**config.mk**
```make
export PLATFORM = sky130hd
export DESIGN_NAME = loop_bw_sequencer
export DESIGN_NICKNAME = d
export VERILOG_FILES = /design/src/rtl/loop_ctrl_pkg.sv /design/src/rtl/run_counter.sv /design/src/rtl/loop_bw_sequencer.sv
export SDC_FILE = /design/constraint.sdc
export NUM_CORES = 1
export LEC_CHECK = 0
export CORE_AREA = 2 2 111 113
export CTS_CLUSTER_SIZE = 10
export DETAILED_ROUTE_END_ITERATION = 10
export DIE_AREA = 0 0 113 115
export DONT_BUFFER_PORTS = 1
export SLEW_MARGIN = 10
export SYNTH_ARGS = -nofsm -noshare
export SYNTH_HDL_FRONTEND = slang
export SYNTH_SLANG_ARGS = --single-unit
```
**constraint.sdc**
```tcl
create_clock -name clk -period 5 [get_ports clk]
set_input_delay 0 -clock clk [delete_from_list [all_inputs] [get_ports clk]]
set_output_delay 0 -clock clk [all_outputs]
set_load 0.05 [all_outputs]
```
**src/rtl/loop_ctrl_pkg.sv**
```systemverilog
// Shared loop-control definitions for the bandwidth sequencer and the lead/lag gain stages.
//   seq_state_e : sequencer state encoding (IDLE=0, ACQ=1, TRACK=2)
//   StepWidth   : width of the acqTrackControl narrowing step
package loop_ctrl_pkg;

  localparam int unsigned StepWidth = 2;

  typedef enum logic [1:0] {
    StIdle  = 2'd0,
    StAcq   = 2'd1,
    StTrack = 2'd2
  } seq_state_e;

endpackage

```
**src/rtl/run_counter.sv**
```systemverilog
// Saturating consecutive-event counter.
//   clk, reset : clock, synchronous active-high reset
//   clk_en_i   : sample strobe; counting only happens on it
//   clr_i      : synchronous clear, independent of clk_en_i, highest priority
//   event_i    : sampled event; a 0 sample clears the run
//   thresh_i   : run length that raises hit_o; 0 behaves as 1
//   hit_o      : this sample completes a run of at least thresh_i events (combinational)
module run_counter #(
  parameter int unsigned Width = 8
) (
  input  logic             clk,
  input  logic             reset,
  input  logic             clk_en_i,
  input  logic             clr_i,
  input  logic             event_i,
  input  logic [Width-1:0] thresh_i,
  output logic             hit_o
);

  logic [Width-1:0] count_q, count_d;
  logic [Width-1:0] count_inc;
  logic [Width-1:0] thresh_eff;

  always_comb begin
    count_inc  = (&count_q) ? count_q : count_q + 1'b1;
    thresh_eff = (thresh_i == '0) ? Width'(1) : thresh_i;
    // >= so a threshold lowered below the current run fires on the next sample
    hit_o      = clk_en_i && event_i && (count_inc >= thresh_eff);

    count_d = count_q;
    if (clr_i) begin
      count_d = '0;
    end else if (clk_en_i) begin
      count_d = event_i ? count_inc : '0;
    end
  end

  always_ff @(posedge clk) begin
    if (reset) begin
      count_q <= '0;
    end else begin
      count_q <= count_d;
    end
  end

endmodule

```
**src/rtl/loop_bw_sequencer.sv**
```systemverilog
// Acquisition/track bandwidth sequencer for the carrier/symbol loop filters.
// Holds full acquisition bandwidth until lock is stable, then narrows the loop in
// dwell-timed steps; falls back to acquisition on a sustained loss of lock.
//   clk, reset      : clock, synchronous active-high reset
//   clkEn           : loop sample strobe qualifying all counting
//   enable          : low forces IDLE
//   forceAcq        : software restart into ACQ
//   lockDetect      : lock indicator
//   lockCount       : locked-sample run to enter TRACK (0 as 1)
//   unlockCount     : unlocked-sample run to leave TRACK (0 as 1)
//   dwellCount      : clkEn samples per bandwidth step (0 disables stepping)
//   maxStep         : deepest narrowing step allowed
//   track           : high in TRACK
//   acqTrackControl : current narrowing step
//   seqState        : IDLE=0, ACQ=1, TRACK=2
//   stepPulse       : one-clk pulse whenever track or acqTrackControl changes
module loop_bw_sequencer
  import loop_ctrl_pkg::*;
#(
  parameter int unsigned DWELL_WIDTH = 16,
  parameter int unsigned RUN_WIDTH   = 8
) (
  input  logic                   clk,
  input  logic                   reset,
  input  logic                   clkEn,
  input  logic                   enable,
  input  logic                   forceAcq,
  input  logic                   lockDetect,
  input  logic [RUN_WIDTH-1:0]   lockCount,
  input  logic [RUN_WIDTH-1:0]   unlockCount,
  input  logic [DWELL_WIDTH-1:0] dwellCount,
  input  logic [StepWidth-1:0]   maxStep,
  output logic                   track,
  output logic [StepWidth-1:0]   acqTrackControl,
  output logic [1:0]             seqState,
  output logic                   stepPulse
);

  seq_state_e             seq_q, seq_d;
  logic [StepWidth-1:0]   step_q, step_d;
  logic                   track_q, track_d;
  logic                   pulse_q, pulse_d;
  logic [DWELL_WIDTH-1:0] dwell_q, dwell_d;
  logic [DWELL_WIDTH:0]   dwell_inc;

  logic lock_hit, unlock_hit;
  logic lock_clr, unlock_clr;

  // Runs only accumulate in their own state and restart on any exit.
  assign lock_clr   = forceAcq || !enable || (seq_q != StAcq) || lock_hit;
  assign unlock_clr = forceAcq || !enable || (seq_q != StTrack) || unlock_hit;

  run_counter #(
    .Width (RUN_WIDTH)
  ) u_lock_run (
    .clk      (clk),
    .reset    (reset),
    .clk_en_i (clkEn),
    .clr_i    (lock_clr),
    .event_i  (lockDetect),
    .thresh_i (lockCount),
    .hit_o    (lock_hit)
  );

  run_counter #(
    .Width (RUN_WIDTH)
  ) u_unlock_run (
    .clk      (clk),
    .reset    (reset),
    .clk_en_i (clkEn),
    .clr_i    (unlock_clr),
    .event_i  (!lockDetect),
    .thresh_i (unlockCount),
    .hit_o    (unlock_hit)
  );

  always_comb begin
    seq_d     = seq_q;
    step_d    = step_q;
    track_d   = track_q;
    dwell_d   = dwell_q;
    dwell_inc = {1'b0, dwell_q} + 1'b1;

    if (forceAcq || !enable) begin
      seq_d   = forceAcq ? StAcq : StIdle;
      step_d  = '0;
      track_d = 1'b0;
      dwell_d = '0;
    end else begin
      unique case (seq_q)
        StIdle: begin
          seq_d = StAcq;
        end
        StAcq: begin
          if (lock_hit) begin
            seq_d   = StTrack;
            track_d = 1'b1;
            step_d  = '0;
            dwell_d = '0;
          end
        end
        StTrack: begin
          // Loss-of-lock exit outranks both the clamp and a coincident dwell expiry.
          if (unlock_hit) begin
            seq_d   = StAcq;
            track_d = 1'b0;
            step_d  = '0;
            dwell_d = '0;
          end else if (maxStep < step_q) begin
            step_d  = maxStep;
            dwell_d = '0;
          end else if (clkEn && (dwellCount != '0) && (step_q < maxStep)) begin
            if (dwell_inc >= {1'b0, dwellCount}) begin
              step_d  = step_q + 1'b1;
              dwell_d = '0;
            end else begin
              dwell_d = dwell_inc[DWELL_WIDTH-1:0];
            end
          end
        end
        default: begin
          seq_d   = StIdle;
          step_d  = '0;
          track_d = 1'b0;
          dwell_d = '0;
        end
      endcase
    end

    pulse_d = (track_d != track_q) || (step_d != step_q);
  end

  always_ff @(posedge clk) begin
    if (reset) begin
      seq_q   <= StIdle;
      step_q  <= '0;
      track_q <= 1'b0;
      pulse_q <= 1'b0;
      dwell_q <= '0;
    end else begin
      seq_q   <= seq_d;
      step_q  <= step_d;
      track_q <= track_d;
      pulse_q <= pulse_d;
      dwell_q <= dwell_d;
    end
  end

  assign track           = track_q;
  assign acqTrackControl = step_q;
  assign seqState        = seq_q;
  assign stepPulse       = pulse_q;

endmodule

```
==> flow_metrics.tcl, run 1 <==
set metrics [dict create \
    async_reset_ff_share_pct 0 \
    ys_seq_elements 38 \
    path_clk_slew_ns 0.06 \
    grt_pass1_vias 2984 \
    cp.arrival_ns 4.40 \
    instances_no_fill 578 \
    dpl_cell_area_um2 3390 \
    port_buffers 0 \
    placed_cells 568 \
    fp.dieArea_um2 13000 \
    cts_tree "built" \
    wl_um 7950 \
    grt_pass1_wl_um 13700 \
    min_path_type "input port to flip-flop" \
    cts_buffer_depth 2 \
    p_per_area_nw_per_um2 187 \
    postSynthAreaPerCell_um2 7.54 \
    fin_nets 508 \
    violations "DRC" \
    yosys-top-cells-area "dfxtp_1, ha_1, a21oi_1" \
    fmax_mhz 237 \
    clk_latency_ns 0.28 \
    wl_per_cell_um 13.7 \
    path_max_fanout 13 \
    fp.dieW_um 113 \
    vias 3055 \
    max-vdd-ir-drop_mv 0.0970 \
    required_ns 5.18 \
    hold_viol 0 \
    htree_num_levels 2 \
    syn_area_um2 3260 \
    critPathCaptureType "flip-flop" \
    ant_nets 0 \
    antenna_cells 0 \
    yosysWarnings 0 \
    grt_max_degree 18 \
    fin_crit_ns 4.21 \
    rrSetupSlack_ns 0.79 \
    routed_via_density 5.29 \
    hp-start "lockDetect" \
    min_path_cells 3 \
    crit_path_start_kind "flip-flop" \
    cts_root_buf "clkbuf_16" \
    yosysTopAreaCellShare_pct 23.4 \
    synth_edf_count 0 \
    relSlewSlack_pct 41.9 \
    seq_area_frac_synth_pct 23.4 \
    reg2reg_to "dwell_q[7]$_SDFFE_PP0P_" \
    yosysMostFrequentCell "a21oi_1" \
    rows 40 \
    skew_ns 0.00439 \
    synth_ff_type "dfxtp_1" \
    synth_cell_types 55 \
    core_um2 11800 \
    start_util_pct 27.6 \
    place_hpwl_um 6100 \
    setup_viol 0 \
    die_h_um 115 \
    synth_largest_area_cell "dfxtp_1" \
    clock_sinks 38 \
    r2r_start "dwell_q[0]$_SDFFE_PP0P_" \
    setup_tns_ns 0 \
    grt_antenna_before_repair 0 \
    status "finished with violations" \
    numCtsBuffers 5 \
    min_to "u_unlock_run.count_q[0]$_SDFFE_PP0P_" \
    rsz0062_at_grt "no" \
    final-max-slew-violation-count 0 \
    io_pins 46 \
    post-route-period-util_pct 84.2 \
    grt_overflow_total 0 \
    route.detailed.drc 1 \
    firstDrtPassIters 7 \
    cts_resized 0 \
    drive_gt1_share_pct 3.71 \
    p_leak_nw 1.47 \
    rr_worst_depth 15 \
    path_class "flip-flop to flip-flop" \
    hold_slack_ns 0.0166 \
    gp_congestion 0.847 \
    power_mw 0.663 \
    drtIter0Drc 173 \
    ys_top_cells_by_count "a21oi_1, inv_1, nor2_1, dfxtp_1, nand2_1" \
    synthCells 432 \
    postLayoutCellArea_um2 3550 \
    syn_nets 509 \
    grt_use_total_pct 12.7 \
    tightestPinTransition_ns 0.871 \
    max-cap-violations 0 \
    area_delta_synth_final_pct 8.99 \
]
placed cells by master, fill, tap and decap left out, types with 3 or more instances in the layout:
cell and instances:
nand4_1 10, o21ai_0 8, dfxtp_1 38, nand2_1 38
a21boi_0 3, nor3_1 5, nand3_1 31, a21o_1 5
inv_1 39, nand3b_1 4, clkbuf_16 5, a21oi_1 40
nor2b_1 19, and3_1 8, o21ai_1 4, nand2b_1 3
ha_1 37, nor4_1 7, xnor2_1 14, xor2_1 8
nand4b_1 4, a31oi_1 12, dlygate4sd3_1 3, nor2_1 39
o21a_1 6
worst max path at each step:
stage                       startpoint                       to  slack [ns]  cells past startpoint
6_report       dwell_q[0]$_SDFFE_PP0P_  dwell_q[7]$_SDFFE_PP0P_        0.79                     15
5_1_grt        dwell_q[0]$_SDFFE_PP0P_  dwell_q[7]$_SDFFE_PP0P_        0.42                     15
4_1_cts        dwell_q[0]$_SDFFE_PP0P_  dwell_q[7]$_SDFFE_PP0P_        0.77                     15
3_5_place_dp   dwell_q[0]$_SDFFE_PP0P_  dwell_q[7]$_SDFFE_PP0P_        0.78                     15
3_3_place_gp   dwell_q[0]$_SDFFE_PP0P_     stepPulse$_SDFF_PP0_        0.95                     14
2_1_floorplan  dwell_q[0]$_SDFFE_PP0P_     stepPulse$_SDFF_PP0_        1.27                     14
layout make-up:
type / instances / area [µm²]
clock buffer: 7 / 133
fill: 1256 / 8260
inverter: 39 / 146
multi-input combinational: 343 / 2290
tap: 147 / 184
sequential: 38 / 761
timing repair buffer: 4 / 37.5
flip-flops by register name, indices dropped and copies added, names as in the netlist:
signal,cells
track,1
u_unlock_run.count_q,8
acqTrackControl,2
dwell_q,16
seqState,2
u_lock_run.count_q,8
stepPulse,1
logic make-up (layout without fill, tap and decap cells):
kind of cell | Yosys count | after routing | share of synthesized area [%]
buffers and inverters | 51 | 50 | 6.38
xor gates and xnor gates | 22 | 22 | 5.92
and+or+nand+nor | 178 | 178 | 28.1
muxes | 2 | 2 | 0.691
adders and majority gates | 37 | 37 | 14.2
AOI/OAI and AO/OA | 104 | 104 | 21.3
DFF | 38 | 38 | 23.4
power breakdown:
part	internal, mW	switching [mW]
sequential	0.304	0.00565
clock	0.182	0.114
combinational	0.0213	0.0368
worst max-delay path, stage by stage, from the launching register on:
cell	delay (ns)
dfxtp_1	0.39
ha_1	0.27
and4_1	0.24
nand4_1	0.27
or3_1	0.53
nor2_1	0.15
xor2_1	0.20
ha_1	0.26
and4_1	0.21
nor2b_1	0.13
o31ai_1	0.23
o21ai_1	0.23
nor3_4	0.42
buf_4	0.28
nand4b_1	0.11
a31oi_1	0.18
what timing repair did:
item,CTS,global route
endpoints found under the hold margin,21,0
setup buffers,0,0
hold buffers,3,0
metrics by stage:
step,setup slack (ns),util (%)
final,0.788,30.1
after global routing,0.417,30.1
after CTS,0.768,30.1
after detailed placement,0.776,28.7
after global placement,0.946,28.7
after floorplan,1.27,-
metal layers:
metal | wire [µm] | part of all wire, % | GRT usage (%)
met5 | 0 | 0 | 0
met4 | 180 | 2.3 | 4.15
met3 | 404 | 5.1 | 2.11
met2 | 3870 | 49 | 22.7
met1 | 3490 | 44 | 15.7
(Power assumes the default switching activity.)
==> inputs of run 2 (changes only) <==
==> constraint.sdc (replaced) <==
create_clock -name clk -period 4 [get_ports clk]
set_input_delay 0 -clock clk [delete_from_list [all_inputs] [get_ports clk]]
set_output_delay 0 -clock clk [all_outputs]
set_load 0.05 [all_outputs]
==> run 2 against run 1 <==
  * Worst hold slack better by 0.0049 ns
  * The run still ends with DRC left
  * Via count down 0.26%
  * Clock power rose by 33%
  * Combinational power is 27% higher
  * Die area did not move
  * Critical path depth unchanged
  * Routed wire length decreased by 0.10%
  * Sequential power increased by 25%
  * Largest cell class unchanged
==> flow_metrics.tcl, run 2 (synthesis gave the netlist of run 1 again) <==
set metrics [dict create \
    critPathCaptureType "flip-flop" \
    crit_path_top_delay_cell "or3_4" \
    wl_um 7940 \
    route.detailed.drc 1 \
    routed_via_density 5.24 \
    setup_tns_ns 0 \
    setup_viol 0 \
    final-max-slew-violation-count 0 \
    post-place-ws_ns 0.201 \
    worst_slack_ns 0.259 \
    clock_sinks 38 \
    cts_root_buf "clkbuf_16" \
    fp.dieW_um 113 \
    layout.cells.most_common_list "a21oi_1, inv_1, nand2_1, nor2_1, dfxtp_1" \
    final_common_cell "a21oi_1" \
    drtIter0Drc 226 \
    fin_nets 513 \
    max_stage_delay_ns 0.45 \
    reg.largest.list "dwell_q x16, u_lock_run.count_q x8, u_unlock_run.count_q x8" \
    place_hpwl_um 6120 \
    path_max_fanout 5 \
    p_leak_nw 1.50 \
    core_um2 11800 \
    fin_crit_ns 3.74 \
    fmax_mhz 267 \
    grt_antenna_before_repair 0 \
    cts_buffer_depth 2 \
    skew_ns 0.00630 \
    fp.dieArea_um2 13000 \
    num-fill-cells 1249 \
    hold_viol 0 \
    largest_reg_flops 16 \
    regMostFlops "dwell_q" \
    min_path_type "input port to flip-flop" \
    firstDrtPassIters 7 \
    io_pins 46 \
    p_per_area_nw_per_um2 236 \
    rows 40 \
    rsz0062_at_grt "no" \
    wl_per_cell_um 13.6 \
    gp_congestion 0.853 \
    crit_family "simple AND/OR/NAND/NOR gates" \
    grt_pass1_wl_um 13200 \
    tightestPinTransition_ns 0.850 \
    path_clk_slew_ns 0.06 \
    status "finished with violations" \
    violations "DRC" \
    grt_use_total_pct 12.4 \
    post-route-period-util_pct 93.5 \
    area_delta_synth_final_pct 11.4 \
    max-cap-violations 0 \
    cts_setup_buffers 0 \
    die_h_um 115 \
    grt_max_degree 26 \
    antenna_cells 0 \
    required_ns 4.16 \
    path_class "flip-flop to flip-flop" \
    cp_num_buf_inv 1 \
    start_util_pct 27.6 \
    crit_path_start_kind "flip-flop" \
    relSlewSlack_pct 43.3 \
    cts_tree "built" \
    path_cells "ha_2 > and4_1 > nand4_1 > or3_4 > nor2_1 > xor2_1 > ha_1 > and4_1 > nand4_1 > nor2_1 > a211o_1 > o21ai_1 > buf_4 > a21oi_1 > o41a_1" \
    htree_num_levels 2 \
    ant_nets 0 \
    grt_overflow_total 0 \
    vias 3047 \
    max-vdd-ir-drop_mv 0.115 \
    cp.arrival_ns 3.91 \
    port_buffers 0 \
    numCtsBuffers 5 \
    drive_gt1_share_pct 6.44 \
    clk_latency_ns 0.28 \
    grt_pass1_vias 2923 \
]
[run 2: layout make-up]
class	count	area, µm²	area share (%)
Timing Repair Buffer	9	82.6	2.28
Inverter	39	146	4.04
Multi-Input combinational cell	343	2310	63.8
Tap cell	147	184	5.07
Clock buffer	6	139	3.83
Sequential cell	38	761	21.0
[run 2: routing by layer]
layer / share of wire [%] / track usage (%) / routed length [µm]
met1: 46 / 15.4 / 3670
met2: 48 / 21.5 / 3820
met3: 4.1 / 2.79 / 326
met4: 1.6 / 3.98 / 127
met5: 0 / 0 / 0
[run 2: through the flow]
stage	std cells	utilization (%)	hold slack [ns]	power [mW]	cell area [µm²]
after CTS	582	30.4	0.0174	0.866	3590
final	582	30.7	0.0215	0.855	3630
after global routing	582	30.7	0.0441	0.886	3630
after global placement	573	29.0	0.0739	0.461	3420
after floorplan	432	-	0.0691	0.450	3260
after detailed placement	573	29.0	0.0818	0.463	3420
[run 2: worst reg2reg max path, stage by stage (launching register included)]
cell,delay (ns)
dfxtp_1,0.40
ha_2,0.25
and4_1,0.23
nand4_1,0.17
or3_4,0.45
nor2_1,0.13
xor2_1,0.20
ha_1,0.26
and4_1,0.21
nand4_1,0.11
nor2_1,0.06
a211o_1,0.38
o21ai_1,0.21
buf_4,0.15
a21oi_1,0.06
o41a_1,0.36
[run 2: repair_timing]
item	4_1_cts	5_1_grt
setup endpoints to repair	0	12
hold endpoints to repair	21	0
resized for setup	0	9
hold buffers	3	0
[run 2: path summary, 6_finish.rpt]
check	startpoint	end	slack (ns)	depth (start not counted)
setup / recovery	dwell_q[0]$_SDFFE_PP0P_	stepPulse$_SDFF_PP0_	0.26	15
hold / removal	maxStep[0]	acqTrackControl[0]$_SDFF_PP0_	0.02	3
setup reg to reg	dwell_q[0]$_SDFFE_PP0P_	stepPulse$_SDFF_PP0_	0.26	15
hold reg to reg	dwell_q[1]$_SDFFE_PP0P_	dwell_q[1]$_SDFFE_PP0P_	0.48	2
[run 2: power breakdown]
| group | switching [mW] | internal (mW) | leakage, nW | total, mW |
|---|---|---|---|---|
| combinational | 0.0464 | 0.0277 | 1.13 | 0.0741 |
| clock | 0.153 | 0.241 | 0.0688 | 0.394 |
| sequential | 0.00701 | 0.380 | 0.306 | 0.387 |
| total | 0.206 | 0.649 | 1.50 | 0.855 |
